### src/rtl/jamma_pkg.sv
// jamma_pkg: shared constants and slot-to-bit map for the serial joystick reader
package jamma_pkg;
  localparam int FRAME_SLOTS = 26;
  localparam int JOY_START = 8;
  localparam int JOY_COIN = 9;
  localparam int JOY_RST = 11;
  localparam logic [11:0] JOY_IDLE = 12'hFFF;
  localparam logic [3:0] DIR_MAP [8] = '{4'd8, 4'd6, 4'd5, 4'd4, 4'd3, 4'd2, 4'd1, 4'd0};
  localparam logic [3:0] BTN_MAP [4] = '{4'd10, 4'd11, 4'd9, 4'd7};
  typedef struct packed {
    logic p1;
    logic p2;
    logic [3:0] idx;
  } slot_map_t;
  // Slots 0 and 1 carry no player bits; the rest map into one of the two shadow words.
  function automatic slot_map_t map_slot(input logic [4:0] slot);
    slot_map_t m;
    m = '0;
    if (slot >= 5'd2 && slot <= 5'd9) begin
      m.p1 = 1'b1;
      m.idx = DIR_MAP[3'(slot - 5'd2)];
    end else if (slot >= 5'd10 && slot <= 5'd17) begin
      m.p2 = 1'b1;
      m.idx = DIR_MAP[3'(slot - 5'd10)];
    end else if (slot >= 5'd18 && slot <= 5'd21) begin
      m.p2 = 1'b1;
      m.idx = BTN_MAP[2'(slot - 5'd18)];
    end else if (slot >= 5'd22 && slot <= 5'd25) begin
      m.p1 = 1'b1;
      m.idx = BTN_MAP[2'(slot - 5'd22)];
    end
    return m;
  endfunction
endpackage

### src/rtl/joy_frame_filter.sv
// joy_frame_filter: releases a frame pair only after it repeats for STABLE_FRAMES frames
module joy_frame_filter
  import jamma_pkg::*;
#(
  parameter int STABLE_FRAMES = 2
) (
  input  logic        clk,
  input  logic        rst,
  input  logic        valid,
  input  logic [11:0] frame1,
  input  logic [11:0] frame2,
  output logic [11:0] joy1,
  output logic [11:0] joy2,
  output logic        stb
);
  logic [23:0] prev;
  logic [2:0] agree, agree_n;
  logic load;
  // Agreement count for the incoming frame and the decision to publish it.
  always_comb begin
    agree_n = ({frame1, frame2} == prev) ? ((agree == 3'd7) ? agree : agree + 3'd1) : 3'd1;
    load = valid && agree_n == 3'(STABLE_FRAMES) && {frame1, frame2} != {joy1, joy2};
  end
  // Both words load together so the core never sees a half-updated pair.
  always_ff @(posedge clk or posedge rst)
    if (rst) begin
      prev <= {JOY_IDLE, JOY_IDLE};
      agree <= '0;
      joy1 <= JOY_IDLE;
      joy2 <= JOY_IDLE;
      stb <= 1'b0;
    end else begin
      stb <= load;
      if (valid) begin
        prev <= {frame1, frame2};
        agree <= agree_n;
      end
      if (load) begin
        joy1 <= frame1;
        joy2 <= frame2;
      end
    end
endmodule

### src/rtl/jamma_joy_reader.sv
// jamma_joy_reader: drives the external shift chain and deserialises two player words
module jamma_joy_reader
  import jamma_pkg::*;
#(
  parameter int CLK_DIV = 16,
  parameter int STABLE_FRAMES = 2
) (
  input  logic        I_CLK,
  input  logic        I_RESET,
  output logic        JOY_CLK,
  output logic        JOY_LOAD,
  input  logic        JOY_DATA,
  output logic [11:0] O_JOY1,
  output logic [11:0] O_JOY2,
  output logic        O_FRAME_STB
);
  logic [7:0] div;
  logic [4:0] slot, slot_n;
  logic [1:0] sync;
  logic [11:0] sh1, sh2, sh1_n, sh2_n;
  logic wrap, rise, frame_end;
  slot_map_t m;
  // Tick decode and the shadow words with the bit of the slot being left written in.
  always_comb begin
    wrap = div == 8'(CLK_DIV - 1);
    rise = wrap && !JOY_CLK;
    frame_end = rise && slot == 5'(FRAME_SLOTS - 1);
    slot_n = frame_end ? '0 : slot + 5'd1;
    m = map_slot(slot);
    sh1_n = sh1;
    sh2_n = sh2;
    if (m.p1) sh1_n[m.idx] = sync[1];
    if (m.p2) sh2_n[m.idx] = sync[1];
  end
  // Divider, shift clock, slot counter, load strobe, synchroniser and shadow capture.
  always_ff @(posedge I_CLK or posedge I_RESET)
    if (I_RESET) begin
      div <= '0;
      JOY_CLK <= 1'b0;
      JOY_LOAD <= 1'b0;
      slot <= '0;
      sync <= 2'b11;
      sh1 <= JOY_IDLE;
      sh2 <= JOY_IDLE;
    end else begin
      div <= wrap ? '0 : div + 8'd1;
      sync <= {sync[0], JOY_DATA};
      if (wrap) JOY_CLK <= !JOY_CLK;
      if (rise) begin
        slot <= slot_n;
        JOY_LOAD <= slot_n != '0;
        sh1 <= sh1_n;
        sh2 <= sh2_n;
      end
    end
  joy_frame_filter #(.STABLE_FRAMES(STABLE_FRAMES)) u_filter (
    .clk(I_CLK),
    .rst(I_RESET),
    .valid(frame_end),
    .frame1(sh1_n),
    .frame2(sh2_n),
    .joy1(O_JOY1),
    .joy2(O_JOY2),
    .stb(O_FRAME_STB)
  );
endmodule

### config.mk
export PLATFORM = sky130hd
export DESIGN_NAME = jamma_joy_reader
export DESIGN_NICKNAME = d
export VERILOG_FILES = /design/src/rtl/jamma_pkg.sv /design/src/rtl/joy_frame_filter.sv /design/src/rtl/jamma_joy_reader.sv
export SDC_FILE = /design/constraint.sdc
export NUM_CORES = 1
export LEC_CHECK = 0
export ABC_AREA = 0
export CAP_MARGIN = 20
export CORE_MARGIN = 2
export CORE_UTILIZATION = 55
export CTS_CLUSTER_SIZE = 10
export DETAILED_ROUTE_END_ITERATION = 10
export PLACE_DENSITY = 0.82
export SLEW_MARGIN = 40
export SYNTH_ARGS = -nofsm -noshare
export SYNTH_HDL_FRONTEND = slang
export SYNTH_SLANG_ARGS = --single-unit
export TNS_END_PERCENT = 1
### constraint.sdc
create_clock -name I_CLK -period 3.75 [get_ports I_CLK]
set_input_delay 0.9375 -clock I_CLK [delete_from_list [all_inputs] [get_ports I_CLK]]
set_output_delay 0.9375 -clock I_CLK [all_outputs]
set_load 0.005 [all_outputs]
==> impl_metrics.env <==
export IMPL_drive_above_1_share_pct=41.8
export IMPL_worstSetupEndpointType="register"
export IMPL_pre_cts_ws_ns=-0.539
export IMPL_switching_share_pct=24.7
export IMPL_switching_power_mw=0.421
export IMPL_rr_startpoint="slot[1]$_DFFE_PP0P_"
export IMPL_timing_final_crit_share_pct=110
export IMPL_synthDistinctLibCells=79
export IMPL_grt_util_met2_pct=53.6
export IMPL_first_pass_iters=5
export IMPL_status="complete, but fails checks"
export IMPL_drc=0
export IMPL_yosys_area_share_simple_pct=18.3
export IMPL_hold_path_class="register to register"
export IMPL_finalHoldViolCount=0
export IMPL_synth_compound_area_share_pct=20.5
export IMPL_synthAdderAreaFrac_pct=2.47
export IMPL_synth_xor_area_share_pct=4.90
export IMPL_p_total_mw=1.70
export IMPL_ff2ff_setup_slack_ns=-0.36
export IMPL_p_leak_nw=3.35
export IMPL_grt_max_degree=94
export IMPL_arrival_ns=4.42
export IMPL_drtIter0Drc=565
export IMPL_syn_to_final_growth_pct=37.5
export IMPL_yosysSeqAreaShare_pct=39.8
export IMPL_ir_drop_v=0.000257
export IMPL_insertion_delay_ns=0.38
export IMPL_power_frac_seq_pct=59.3
export IMPL_gr_total_overflow=0
export IMPL_min_period_ns=4.11
export IMPL_postCtsHoldBufs=0
export IMPL_critPathMaxStageDelay_ns=0.51
export IMPL_violations="setup timing"
export IMPL_synth_edff_count=0
export IMPL_tightest_slew_ns=0.556
export IMPL_critPathKind="register to register"
export IMPL_pin_count=30
export IMPL_cts_made_buffers=9
export IMPL_slew_headroom_pct=62.9
export IMPL_htree_levels=3
export IMPL_synth_warnings=0
export IMPL_grt_busiest_layer="met2"
export IMPL_antenna_left=0
export IMPL_clkPwrFrac_pct=37.8
export IMPL_root_buffer="clkbuf_8"
export IMPL_ys_ff_latch=93
export IMPL_critPathLaunchType="register"
export IMPL_grtUsageMet3_pct=5.20
export IMPL_cp_slowest_cell="or4b_4"
export IMPL_cp_cell_sequence="clkinv_4 > buf_6 > ha_4 > or4b_4 > a221oi_2 > nor3_2 > nor3_2 > buf_4 > nand3_4 > buf_4 > a2111oi_4 > and4b_1 > nand4_1 > nor3_4 > o2111ai_4 > buf_8 > mux2_4"
export IMPL_numClockSinks=93
export IMPL_max_freq_mhz=243
export IMPL_synth_area_um2=6080
export IMPL_cts_tree="done"
export IMPL_rsz0062_at_grt="yes"
export IMPL_io_buffers=29
export IMPL_num_nets_final=835
export IMPL_gr_usage_all_layers_pct=34.0
export IMPL_num_antenna_cells=0
export IMPL_gp_congestion=1.02
export IMPL_min_to="sync[1]$_DFF_PP1_"
export IMPL_p_per_area_nw_per_um2=204
export IMPL_antenna_found_initial=0
export IMPL_die_height_um=109
export IMPL_vias=6110
export IMPL_routed_wl_um=20100
export IMPL_synth_nets=672
export IMPL_rows=38
export IMPL_die_w_um=109
export IMPL_start_util_pct=56.3
export IMPL_critical_path_required_ns=4.06
export IMPL_r2r_cells=17
export IMPL_final_util_pct=77.5
export IMPL_finClkSkew_ns=0.0117
export IMPL_die_area_um2=11900
export IMPL_maxCapViolations=0
export IMPL_synthMuxAreaShare_pct=8.21
export IMPL_async_reset_ff_share_pct=100
export IMPL_clockBufferDepth=2
export IMPL_grt_pass1_vias=5864
export IMPL_grt_pass1_wl_um=30800
export IMPL_coreArea_um2=10800
export IMPL_power_frac_comb_pct=2.9
export IMPL_r2r_end="u_filter.joy1[11]$_DFFE_PP1P_"
export IMPL_avgSynthCellArea_um2=9.25
export IMPL_fin_ws_ns=-0.361
export IMPL_syn_inst=657
export IMPL_via_per_inst=6.33
export IMPL_wl_per_cell_um=20.8
export IMPL_cp_max_fo=10
export IMPL_grt_use_met1_pct=46.1
export IMPL_synth_top_family_by_area="compound AO/OA/AOI/OAI gates"
export IMPL_hpwl_um=13100
export IMPL_slew_viol_final=0
export IMPL_path_clk_slew_ns=0.10
export IMPL_synth_ff_type="dfstp_2"
export IMPL_hold_depth=0
export IMPL_p_int_mw=1.28
export IMPL_hp_start="sync[0]$_DFF_PP1_"
export IMPL_setup_viol=28
Yosys cell counts (all sizes together) (3+ instances only):
| master | number | area, um2 |
|---|---|---|
| xor2 | 12 | 105 |
| nor3 | 17 | 101 |
| a21boi | 3 | 22.5 |
| ha | 12 | 150 |
| o211ai | 5 | 37.5 |
| a22o | 3 | 26.3 |
| mux2i | 33 | 342 |
| or3 | 9 | 56.3 |
| nand2 | 89 | 342 |
| o21ai | 78 | 394 |
| nand2b | 9 | 61.3 |
| mux2 | 11 | 158 |
| a21oi | 21 | 131 |
| nor2 | 28 | 108 |
| o31ai | 8 | 60.1 |
| a211oi | 5 | 50.1 |
| clkbuf | 18 | 67.6 |
| dfstp | 74 | 1940 |
| a22oi | 3 | 22.5 |
| dfrtp | 19 | 475 |
| inv | 39 | 146 |
| o22ai | 6 | 37.5 |
| a21o | 8 | 60.1 |
| a31oi | 6 | 43.8 |
| nor4 | 10 | 68.8 |
| o311ai | 3 | 26.3 |
| nand3 | 24 | 153 |
| a32o | 6 | 60.1 |
| nor2b | 5 | 31.3 |
| and2 | 6 | 37.5 |
| xnor2 | 22 | 193 |
| nand4 | 12 | 75.1 |
| a2111oi | 3 | 28.8 |
| buf | 15 | 133 |
| a32oi | 5 | 43.8 |
worst max-delay path by stage:
stage / start / endpoint / cells past startpoint
6_report: slot[1]$_DFFE_PP0P_ / u_filter.joy1[11]$_DFFE_PP1P_ / 17
5_1_grt: slot[1]$_DFFE_PP0P_ / u_filter.joy1[0]$_DFFE_PP1P_ / 18
4_1_cts: slot[1]$_DFFE_PP0P_ / u_filter.joy1[0]$_DFFE_PP1P_ / 18
3_5_place_dp: slot[0]$_DFFE_PP0P_ / u_filter.joy1[0]$_DFFE_PP1P_ / 16
3_3_place_gp: slot[0]$_DFFE_PP0P_ / u_filter.joy2[5]$_DFFE_PP1P_ / 15
2_1_floorplan: slot[0]$_DFFE_PP0P_ / u_filter.joy1[0]$_DFFE_PP1P_ / 16
power groups by stage:
stage          Clock, mW  Sequential [mW]  Combinational [mW]
3_5_place_dp           0             1.03              0.0459
5_1_grt            0.691             1.01              0.0537
6_report           0.644             1.01              0.0488
3_3_place_gp           0             1.03              0.0450
4_1_cts            0.648             1.01              0.0485
2_1_floorplan          0             1.03              0.0276
worst max-delay path: cells and delay by family, from the launching register on:
kind	cells	cell delay, ns
AO/OA/AOI/OAI	3	0.72
adder cells (fa/ha/maj)	1	0.15
buffers and inverters	5	0.87
flip-flops	1	0.47
multiplexers	1	0.31
AND/OR/NAND/NOR	7	1.53
registers in the layout, indices dropped and copies added, names as in the netlist, 2 cells and up:
name            cells
sync                2
slot                5
u_filter.joy2      12
u_filter.joy1      12
u_filter.prev      24
sh2                12
div                 8
u_filter.agree      3
sh1                12
repair_timing:
action,in CTS,in global routing
endpoints found under the setup margin,27,28
cloned,1,0
resized for setup,53,52
endpoints found under the hold margin,0,0
buffers inserted,28,13
pin swaps,24,28
per-stage QoR:
| step | setup TNS, ns | instances | hold WS [ns] | instance area [um2] |
|---|---|---|---|---|
| final | -7.42 | 965 | 0.376 | 8360 |
| after global routing | -10.47 | 965 | 0.395 | 8360 |
| after CTS | -3.53 | 955 | 0.380 | 8050 |
| after detailed placement | -10.76 | 911 | 0.354 | 7390 |
| after global placement | -6.07 | 911 | 0.351 | 7390 |
| after floorplan | 0 | 657 | 0.345 | 6180 |
final cells by class:
cell class                 count  area [um2]
clock buffer                  11         141
clock inverter                 5        35.0
fill                         680        2430
inverter                      41         165
multi-input combinational    490        3820
sequential                    93        2420
tap                          140         175
timing repair buffer         185        1590
kinds of logic (layout without fill, tap and decap cells):
| family | after synthesis | count (layout) |
|---|---|---|
| adder cells (fa/ha/maj) | 12 | 12 |
| buffers and inverters | 74 | 242 |
| AO/OA/AOI/OAI | 181 | 181 |
| flip-flops | 93 | 93 |
| multiplexers | 44 | 44 |
| AND/OR/NAND/NOR | 219 | 219 |
| XOR/XNOR | 34 | 34 |
cells in the final DEF, fill, tap and decap left out, types with 8 or more instances in the layout:
| cell type | count |
|---|---|
| clkdlybuf4s50_1 | 29 |
| dfstp_2 | 74 |
| nor2_1 | 26 |
| xor2_1 | 11 |
| mux2i_1 | 23 |
| inv_1 | 35 |
| nand2_1 | 87 |
| buf_4 | 131 |
| mux2_4 | 9 |
| nand4_1 | 12 |
| o21ai_0 | 71 |
| xnor2_1 | 21 |
| nand3_1 | 18 |
| buf_6 | 20 |
| clkbuf_8 | 10 |
| a21oi_1 | 15 |
| a21o_1 | 8 |
| nor3_1 | 12 |
| or3_1 | 8 |
| dfrtp_1 | 15 |
metal layers:
layer,up-vias,wire length (um)
met5,-,0
met3,96,1490
met1,2977,8180
met4,0,1060
met2,347,9350
li1,2690,-
Note: power is estimated with default switching activity, not from simulation.
